[src/rtl/imu_burst_reader.sv]
// rtl/imu_burst_reader.sv - periodic SPI burst reader publishing one atomic IMU sample per tick
// Optional per-byte watchdog with sticky timeout_err output: define IMU_TIMEOUT_EN.
`timescale 1ns/1ps
module imu_burst_reader #(
    parameter int unsigned SAMPLE_DIV = 100000,
    parameter logic [7:0]  START_REG  = 8'h3B,
    parameter int unsigned NUM_WORDS  = 7,
    parameter int unsigned CS_GUARD   = 4,
    parameter int unsigned TIMEOUT    = 4096
) (
    input  logic                    clk_system,
    input  logic                    reset_n,
    input  logic                    enable,
    input  logic                    spi_ready,
    output logic                    spi_start,
    output logic [7:0]              spi_tx_data,
    input  logic                    spi_done,
    input  logic [7:0]              spi_rx_data,
    output logic                    spi_cs_n,
    output logic [16*NUM_WORDS-1:0] sample_bus,
    output logic                    sample_valid,
    output logic                    overrun,
`ifdef IMU_TIMEOUT_EN
    output logic                    timeout_err,
`endif
    output logic                    busy
);
    localparam int unsigned NB = 2 * NUM_WORDS;
    localparam int unsigned IW = $clog2(NB);
    localparam int unsigned CW = $clog2(SAMPLE_DIV);
    localparam int unsigned GW = $clog2(CS_GUARD + 1);

    typedef enum logic [2:0] {
        IDLE, CS_SETUP, SEND_ADDR, WAIT_ADDR, SEND_DUMMY, WAIT_BYTE, CS_HOLD, PUBLISH
    } state_t;

    state_t                  state_q, state_d;
    logic [CW-1:0]           cnt_q, cnt_d;
    logic [GW-1:0]           guard_q, guard_d;
    logic [IW-1:0]           idx_q, idx_d;
    logic [NB-1:0][7:0]      shadow_q, shadow_d;
    logic                    cs_n_q, cs_n_d;
    logic                    start_q, start_d;
    logic [7:0]              tx_q, tx_d;
    logic [16*NUM_WORDS-1:0] bus_q, bus_d;
    logic [16*NUM_WORDS-1:0] packed_shadow;
    logic                    valid_q, valid_d;
    logic                    overrun_q, overrun_d;
    logic                    busy_q, busy_d;
    logic                    tick;
`ifdef IMU_TIMEOUT_EN
    localparam int unsigned TW = $clog2(TIMEOUT + 1);
    logic [TW-1:0]           wdog_q, wdog_d;
    logic                    terr_q, terr_d;
`endif

    // Shadow byte 2w is the high byte of word w (IMU registers are big-endian).
    always_comb begin
        packed_shadow = '0;
        for (int w = 0; w < int'(NUM_WORDS); w++) begin
            packed_shadow[16*w +: 16] = {shadow_q[2*w], shadow_q[2*w+1]};
        end
    end

    always_comb begin
        tick      = (cnt_q == CW'(SAMPLE_DIV - 1));
        cnt_d     = tick ? '0 : cnt_q + CW'(1);
        state_d   = state_q;
        guard_d   = guard_q;
        idx_d     = idx_q;
        shadow_d  = shadow_q;
        cs_n_d    = cs_n_q;
        start_d   = 1'b0;
        tx_d      = tx_q;
        bus_d     = bus_q;
        valid_d   = 1'b0;
        busy_d    = busy_q;
        overrun_d = overrun_q | (tick && (state_q != IDLE));

        case (state_q)
            IDLE: begin
                if (tick && enable) begin
                    state_d = CS_SETUP;
                    busy_d  = 1'b1;
                    cs_n_d  = 1'b0;
                    guard_d = GW'(1);
                end
            end
            CS_SETUP: begin
                if (guard_q >= GW'(CS_GUARD - 1)) state_d = SEND_ADDR;
                else                               guard_d = guard_q + GW'(1);
            end
            SEND_ADDR: begin
                if (spi_ready) begin
                    start_d = 1'b1;
                    tx_d    = START_REG | 8'h80;
                    state_d = WAIT_ADDR;
                end
            end
            WAIT_ADDR: begin
                if (spi_done) begin
                    idx_d   = '0;
                    state_d = SEND_DUMMY;
                end
            end
            SEND_DUMMY: begin
                if (spi_ready) begin
                    start_d = 1'b1;
                    tx_d    = 8'h00;
                    state_d = WAIT_BYTE;
                end
            end
            WAIT_BYTE: begin
                if (spi_done) begin
                    for (int i = 0; i < int'(NB); i++) begin
                        if (idx_q == IW'(i)) shadow_d[i] = spi_rx_data;
                    end
                    idx_d = idx_q + IW'(1);
                    if (idx_q == IW'(NB - 1)) begin
                        state_d = CS_HOLD;
                        guard_d = GW'(1);
                    end else begin
                        state_d = SEND_DUMMY;
                    end
                end
            end
            CS_HOLD: begin
                if (guard_q >= GW'(CS_GUARD - 1)) begin
                    cs_n_d  = 1'b1;
                    state_d = PUBLISH;
                end else begin
                    guard_d = guard_q + GW'(1);
                end
            end
            PUBLISH: begin
                bus_d   = packed_shadow;
                valid_d = 1'b1;
                busy_d  = 1'b0;
                state_d = IDLE;
            end
            default: state_d = IDLE;
        endcase

`ifdef IMU_TIMEOUT_EN
        wdog_d = wdog_q;
        terr_d = terr_q;
        if (start_d) begin
            wdog_d = '0;
        end else if ((state_q == WAIT_ADDR || state_q == WAIT_BYTE) && !spi_done) begin
            // Abort drops the partial shadow; the next burst overwrites every byte anyway.
            if (wdog_q >= TW'(TIMEOUT - 1)) begin
                state_d = IDLE;
                cs_n_d  = 1'b1;
                busy_d  = 1'b0;
                terr_d  = 1'b1;
                wdog_d  = '0;
            end else begin
                wdog_d = wdog_q + TW'(1);
            end
        end
`endif
    end

    always_ff @(posedge clk_system or negedge reset_n) begin
        if (!reset_n) begin
            state_q   <= IDLE;
            cnt_q     <= '0;
            guard_q   <= '0;
            idx_q     <= '0;
            shadow_q  <= '0;
            cs_n_q    <= 1'b1;
            start_q   <= 1'b0;
            tx_q      <= '0;
            bus_q     <= '0;
            valid_q   <= 1'b0;
            overrun_q <= 1'b0;
            busy_q    <= 1'b0;
`ifdef IMU_TIMEOUT_EN
            wdog_q    <= '0;
            terr_q    <= 1'b0;
`endif
        end else begin
            state_q   <= state_d;
            cnt_q     <= cnt_d;
            guard_q   <= guard_d;
            idx_q     <= idx_d;
            shadow_q  <= shadow_d;
            cs_n_q    <= cs_n_d;
            start_q   <= start_d;
            tx_q      <= tx_d;
            bus_q     <= bus_d;
            valid_q   <= valid_d;
            overrun_q <= overrun_d;
            busy_q    <= busy_d;
`ifdef IMU_TIMEOUT_EN
            wdog_q    <= wdog_d;
            terr_q    <= terr_d;
`endif
        end
    end

    assign spi_cs_n     = cs_n_q;
    assign spi_start    = start_q;
    assign spi_tx_data  = tx_q;
    assign sample_bus   = bus_q;
    assign sample_valid = valid_q;
    assign overrun      = overrun_q;
    assign busy         = busy_q;
`ifdef IMU_TIMEOUT_EN
    assign timeout_err  = terr_q;
`endif

endmodule
[config.mk]
export PLATFORM = sky130hd
export DESIGN_NAME = imu_burst_reader
export DESIGN_NICKNAME = d
export VERILOG_FILES = /design/src/rtl/imu_burst_reader.sv
export SDC_FILE = /design/constraint.sdc
export NUM_CORES = 1
export LEC_CHECK = 0
export CAP_MARGIN = 0
export CORE_AREA = 4 4 190 192
export CTS_CLUSTER_SIZE = 12
export DETAILED_ROUTE_END_ITERATION = 16
export DIE_AREA = 0 0 194 196
export HOLD_SLACK_MARGIN = 0.15
export PLACE_DENSITY = 0.53
export REMOVE_ABC_BUFFERS = 1
export SLEW_MARGIN = 15
export SYNTH_ARGS = -nofsm -noshare
export SYNTH_HDL_FRONTEND = slang
export SYNTH_SLANG_ARGS = --single-unit
[constraint.sdc]
create_clock -name clk_system -period 3.8 [get_ports clk_system]
set_clock_uncertainty 0.1 [all_clocks]
set_input_delay 0.76 -clock clk_system [delete_from_list [all_inputs] [get_ports clk_system]]
set_output_delay 0.76 -clock clk_system [all_outputs]
set_load 0.01 [all_outputs]
; ---- Word level (Yosys, flattened, before mapping)
; Cells that the tools add are included.
[op_classes]
addsub = 3
order_cmp = 1
n_eq_ne = 30
mux = 28
bitwise_logic = 1
reduce_logical = 32
[ops]
columns = cell, count
row1 = 3-bit AND reduction, 17
row2 = 3-bit two-way mux, 10
row3 = 4-bit == test (second input constant), 6
row4 = 3-bit case mux with 8 select lines, 1
row5 = 2-bit != test (second input constant), 9
row6 = 17-bit by 1-bit adder with 17-bit output (second input constant), 1
row7 = 17-bit == test (second input constant), 1
row8 = 17-bit two-way mux, 1
row9 = 4-bit by 3-bit == test with 1-bit output (second input constant), 4
row10 = 8-bit two-way mux, 2
row11 = 8-bit case mux with 2 select lines, 1
row12 = 3-bit == test (second input constant), 4
row13 = 3-bit case mux with 3 select lines, 1
row14 = 4-bit by 2-bit == test with 1-bit output (second input constant), 2
row15 = 4-bit two-way mux, 2
row16 = 4-bit case mux with 2 select lines, 1
row17 = 2-bit nonzero test, 4
row18 = 7-bit AND reduction, 1
row19 = 3-bit by 2-bit == test with 1-bit output (second input constant), 2
row20 = 1-bit two-way mux, 6
row21 = 3-bit nonzero test, 2
row22 = 5-bit AND reduction, 1
row23 = 4-bit by 1-bit adder with 4-bit output (second input constant), 1
row24 = 4-bit by 1-bit == test with 1-bit output (second input constant), 1
row25 = 11 further kinds, 14
[word_totals]
regBits = 264
input_bits = 13
out_inout_bits = 125
elab_cells = 120

; ---- Longest topological paths before layout
[logic_depth]
word_depth = 4
mapped_depth = 7
depth_no_buf = 6

; ---- Least setup slack after synthesis
; OpenSTA, ideal clock, no wires.
[synth_timing]
kind = flip-flop to flip-flop
startpoint = reg guard_q[0]
endpoint = reg guard_q[1]
setup_ns = 0.126
arrival_time_ns = 1.829
slack_ns = 1.744
stages_incl_launch_ff = 7
period_less_slack_ns = 2.056
path_cell_list = dfrtp_1 > ha_1 > ha_1 > a211oi_1 > o21ai_1 > and4b_1 > a311o_1
[synth_via]
elab_chain_len = 3
elab_cells_between_ends = 6
[synth_lines]
columns = item, line
row1 = start: declaration, 39  ; logic [GW-1:0] guard_q, guard_d;
row2 = start signal: assignment, 185  ; guard_q <= guard_d;
row3 = 3-bit by 1-bit adder with 3-bit output / 3-bit by 2-bit >= comparator with 1-bit output (equally long branches), n/a
row4 = 3-bit two-way mux / 2-bit != test (equally long branches), n/a
row5 = 3-bit case mux with 3 select lines / 5-bit AND reduction (equally long branches), n/a
; Parallel ways exist; a longest one is shown, timed or not. The select of a mux whose other input is x is not followed.
; A chain may end at the register's enable or synchronous reset.

; ---- Final worst setup path
[layout_timing]
startpoint = in spi_done
endpoint = reg shadow_q, in the netlist packed_shadow[15]
[layout_via]
elab_chain_len = 1
[layout_lines]
columns = item, line
row1 = start: declaration, 17  ; input logic spi_done,
row2 = 3-bit AND reduction (no source line), n/a
row3 = end signal: assignment, 187  ; shadow_q <= shadow_d;
row4 = end: declaration, 41  ; logic [NB-1:0][7:0] shadow_q, shadow_d;
; No other way between the ends.

==> results.py <==
metrics = {
    "run_status": {
        "status": "completed",
    },
    "timing": {
        "min_period_ps": 2450,
        "maxSlewViolCount": 0,
        "setup_tns_ps": 0,
        "hold_viol": 0,
        "setup_viol": 0,
        "worstMarginPinSlew_ps": 985,
        "period_share_pct": 64.4,
        "max_clock_freq_mhz": 408,
        "rsz0062_at_grt": "false",
        "max-slew-margin-rel_pct": 34.1,
        "worst_hold_slack_ps": 174,
    },
    "power": {
        "irDropWorstVdd_uv": 298,
        "power.share.switching_pct": 26.6,
        "comb_power_share_pct": 20.1,
        "finalPower_w": 0.00786,
        "p_int_w": 0.00577,
        "pwr-share-seq_pct": 45.6,
        "power_density_nw_per_um2": 605,
        "p_leak_nw": 6.21,
        "clockPowerShare_pct": 34.3,
        "p_switching_w": 0.00209,
    },
    "clock_tree": {
        "cts.sinks": 257,
        "h-tree-depth": 1,
        "cts_resized": 0,
        "clkTransAtPathRegs_ps": 60,
        "clockBufferDepth": 3,
        "cts_buffers": 28,
        "cts_root_buf": "clkbuf_16",
        "hold_buffers": 0,
        "cts_tree": "yes",
        "cts_setup_buffers": 0,
        "worstSkewPairLatency_ps": 530,
    },
    "place": {
        "placed_area_um2": 12100,
        "port-buffer-count": 135,
        "hpwlAfterDp_um": 14400,
        "gp_congestion": 0.720,
    },
    "global_routing": {
        "grt_pass1_vias": 5999,
        "grt_max_degree": 115,
        "grt.overflow.total": 0,
        "grt_usage_pct": 11.7,
        "grt_pass1_wl_um": 35900,
        "antenna_found_initial": 0,
    },
    "worst_setup_path": {
        "critical_path_class": "in -> reg",
        "cp-end-kind": "flip-flop",
        "path_max_fanout": 8,
        "arrival_ps": 2760,
        "worstPathRequired_ps": 4110,
        "r2r_cells": 4,
        "startpoint_type": "input port",
    },
    "floorplanning": {
        "core_area_um2": 34400,
        "rows": 68,
        "ios": 138,
        "die_h_um": 196,
        "die-area_um2": 38000,
        "dieWidth_um": 194,
        "start_util_pct": 29.7,
    },
    "final_layout": {
        "antenna_cells": 0,
        "syn_to_final_growth_pct": 27.2,
        "utilization_pct": 37.8,
        "drive_above_1_share_pct": 35.1,
        "final_design_area_no_fill_um2": 13000,
        "nets": 837,
    },
    "route": {
        "vias": 5807,
        "first_iter_violations": 207,
        "drt_wl_total_um": 22400,
        "antenna_left": 0,
        "drc": 0,
        "wire_per_inst_um": 17.3,
        "firstDrtPassIters": 4,
        "via_per_inst": 4.50,
    },
    "job": {
        "cap_violations": 0,
    },
    "synthesis": {
        "synth.area.top_cells": "dfrtp_1 (63%), mux2_2 (24%), buf_2 (0.88%)",
        "synth.distinct_cells": 50,
        "async_flop_share_pct": 100,
        "synth_top_area_cell": "dfrtp_1",
        "ys_seq_area_share_pct": 63.0,
        "synth_top_cell_area_share_pct": 62.7,
        "synth_ff_type": "dfrtp_1",
        "synth_area_um2": 10200,
        "synthTopCellsByCount": "dfrtp_1 (256), mux2_2 (222), nand2_1 (19), buf_2 (18), nor2_1 (13)",
        "yosysWarnings": 0,
        "synth_edf_count": 0,
        "ys_ff_latch": 257,
        "avgSynthCellArea_um2": 15.0,
        "yosysMostFrequentCell": "dfrtp_1",
        "synth_cells": 680,
    },
    "hold_path": {
        "hp-class": "in -> async",
    },
}
## sequential cells by signal, indices dropped and copies added, names as in the netlist
signal	flops
packed_shadow	112
state_q	3
guard_q	3
cnt_q	17
spi_start	1
spi_cs_n	1
overrun	1
sample_bus	112
spi_tx_data	1
idx_q	4
sample_valid	1
busy	1
## worst max-delay path, stage by stage
cell	delay (ps)
clkdlybuf4s50_1	630
nand4b_4	230
nor3_1	350
and2_1	400
mux2_2	380
## kinds of logic after synthesis
| group | Yosys count | synth area share [%] |
|---|---|---|
| and+or+nand+nor | 95 | 5.65 |
| DFF | 257 | 63.0 |
| buffers and inverters | 49 | 2.43 |
| other | 1 | 0.0367 |
| muxes | 229 | 25.2 |
| adders and majority gates | 7 | 0.857 |
| xor gates and xnor gates | 12 | 1.03 |
| AOI/OAI and AO/OA | 30 | 1.84 |
## per-stage QoR
stage / setup WS, ps / cells
2_1_floorplan: -824 / 641
3_3_place_gp: 746 / 1242
3_5_place_dp: 727 / 1242
4_1_cts: 1280 / 1290
5_1_grt: 1060 / 1290
6_report: 1350 / 1290
## placed cells by master (no fill, tap or decap), drive strengths merged, types with 5 or more instances in the layout
cell type	instances
nor2	13
inv	9
a21oi	7
buf	12
dfrtp	256
xnor2	8
nor3	11
clkdlybuf4s50	134
ha	7
nand3	10
mux2	225
nand4	5
clkbuf	41
o21ai	10
nand2	26
## power groups by stage
stage,logic [W],registers (W),clock network [W]
global placement,0.00159,0.00364,0
finish,0.00158,0.00359,0.00269
global route,0.00174,0.00366,0.00292
detailed placement,0.00161,0.00365,0
floorplan,0.000854,0.00362,0
CTS,0.00162,0.00360,0.00280
## final cells by class
type,count,area (um^2)
Sequential cell,257,6430
Timing Repair Buffer,146,1490
Multi-Input combinational cell,375,3550
Clock inverter,7,87.6
Clock buffer,41,831
Tap cell,455,569
Inverter,9,33.8
Fill cell,3339,21400
## final timing paths
path	start	to	slack [ps]
min reg2reg	overrun	overrun	360
max reg2reg	state_q[2]	packed_shadow[15]	1380
min in group clk_system	overrun	overrun	360
min	reset_n	sample_bus[23]	170
max in group asynchronous	reset_n	packed_shadow[61]	2540
max	spi_done	packed_shadow[15]	1350
## metal layers
layer  vias up  global-route usage (%)  share of wire, %
li1       2666                       -                 -
met1      3009                    16.9                49
met2       104                    18.3                45
met3        28                    2.46               4.3
met4         0                    2.60               1.8
met5         -                       0                 0
No activity file was read; power rests on OpenSTA's default activity.
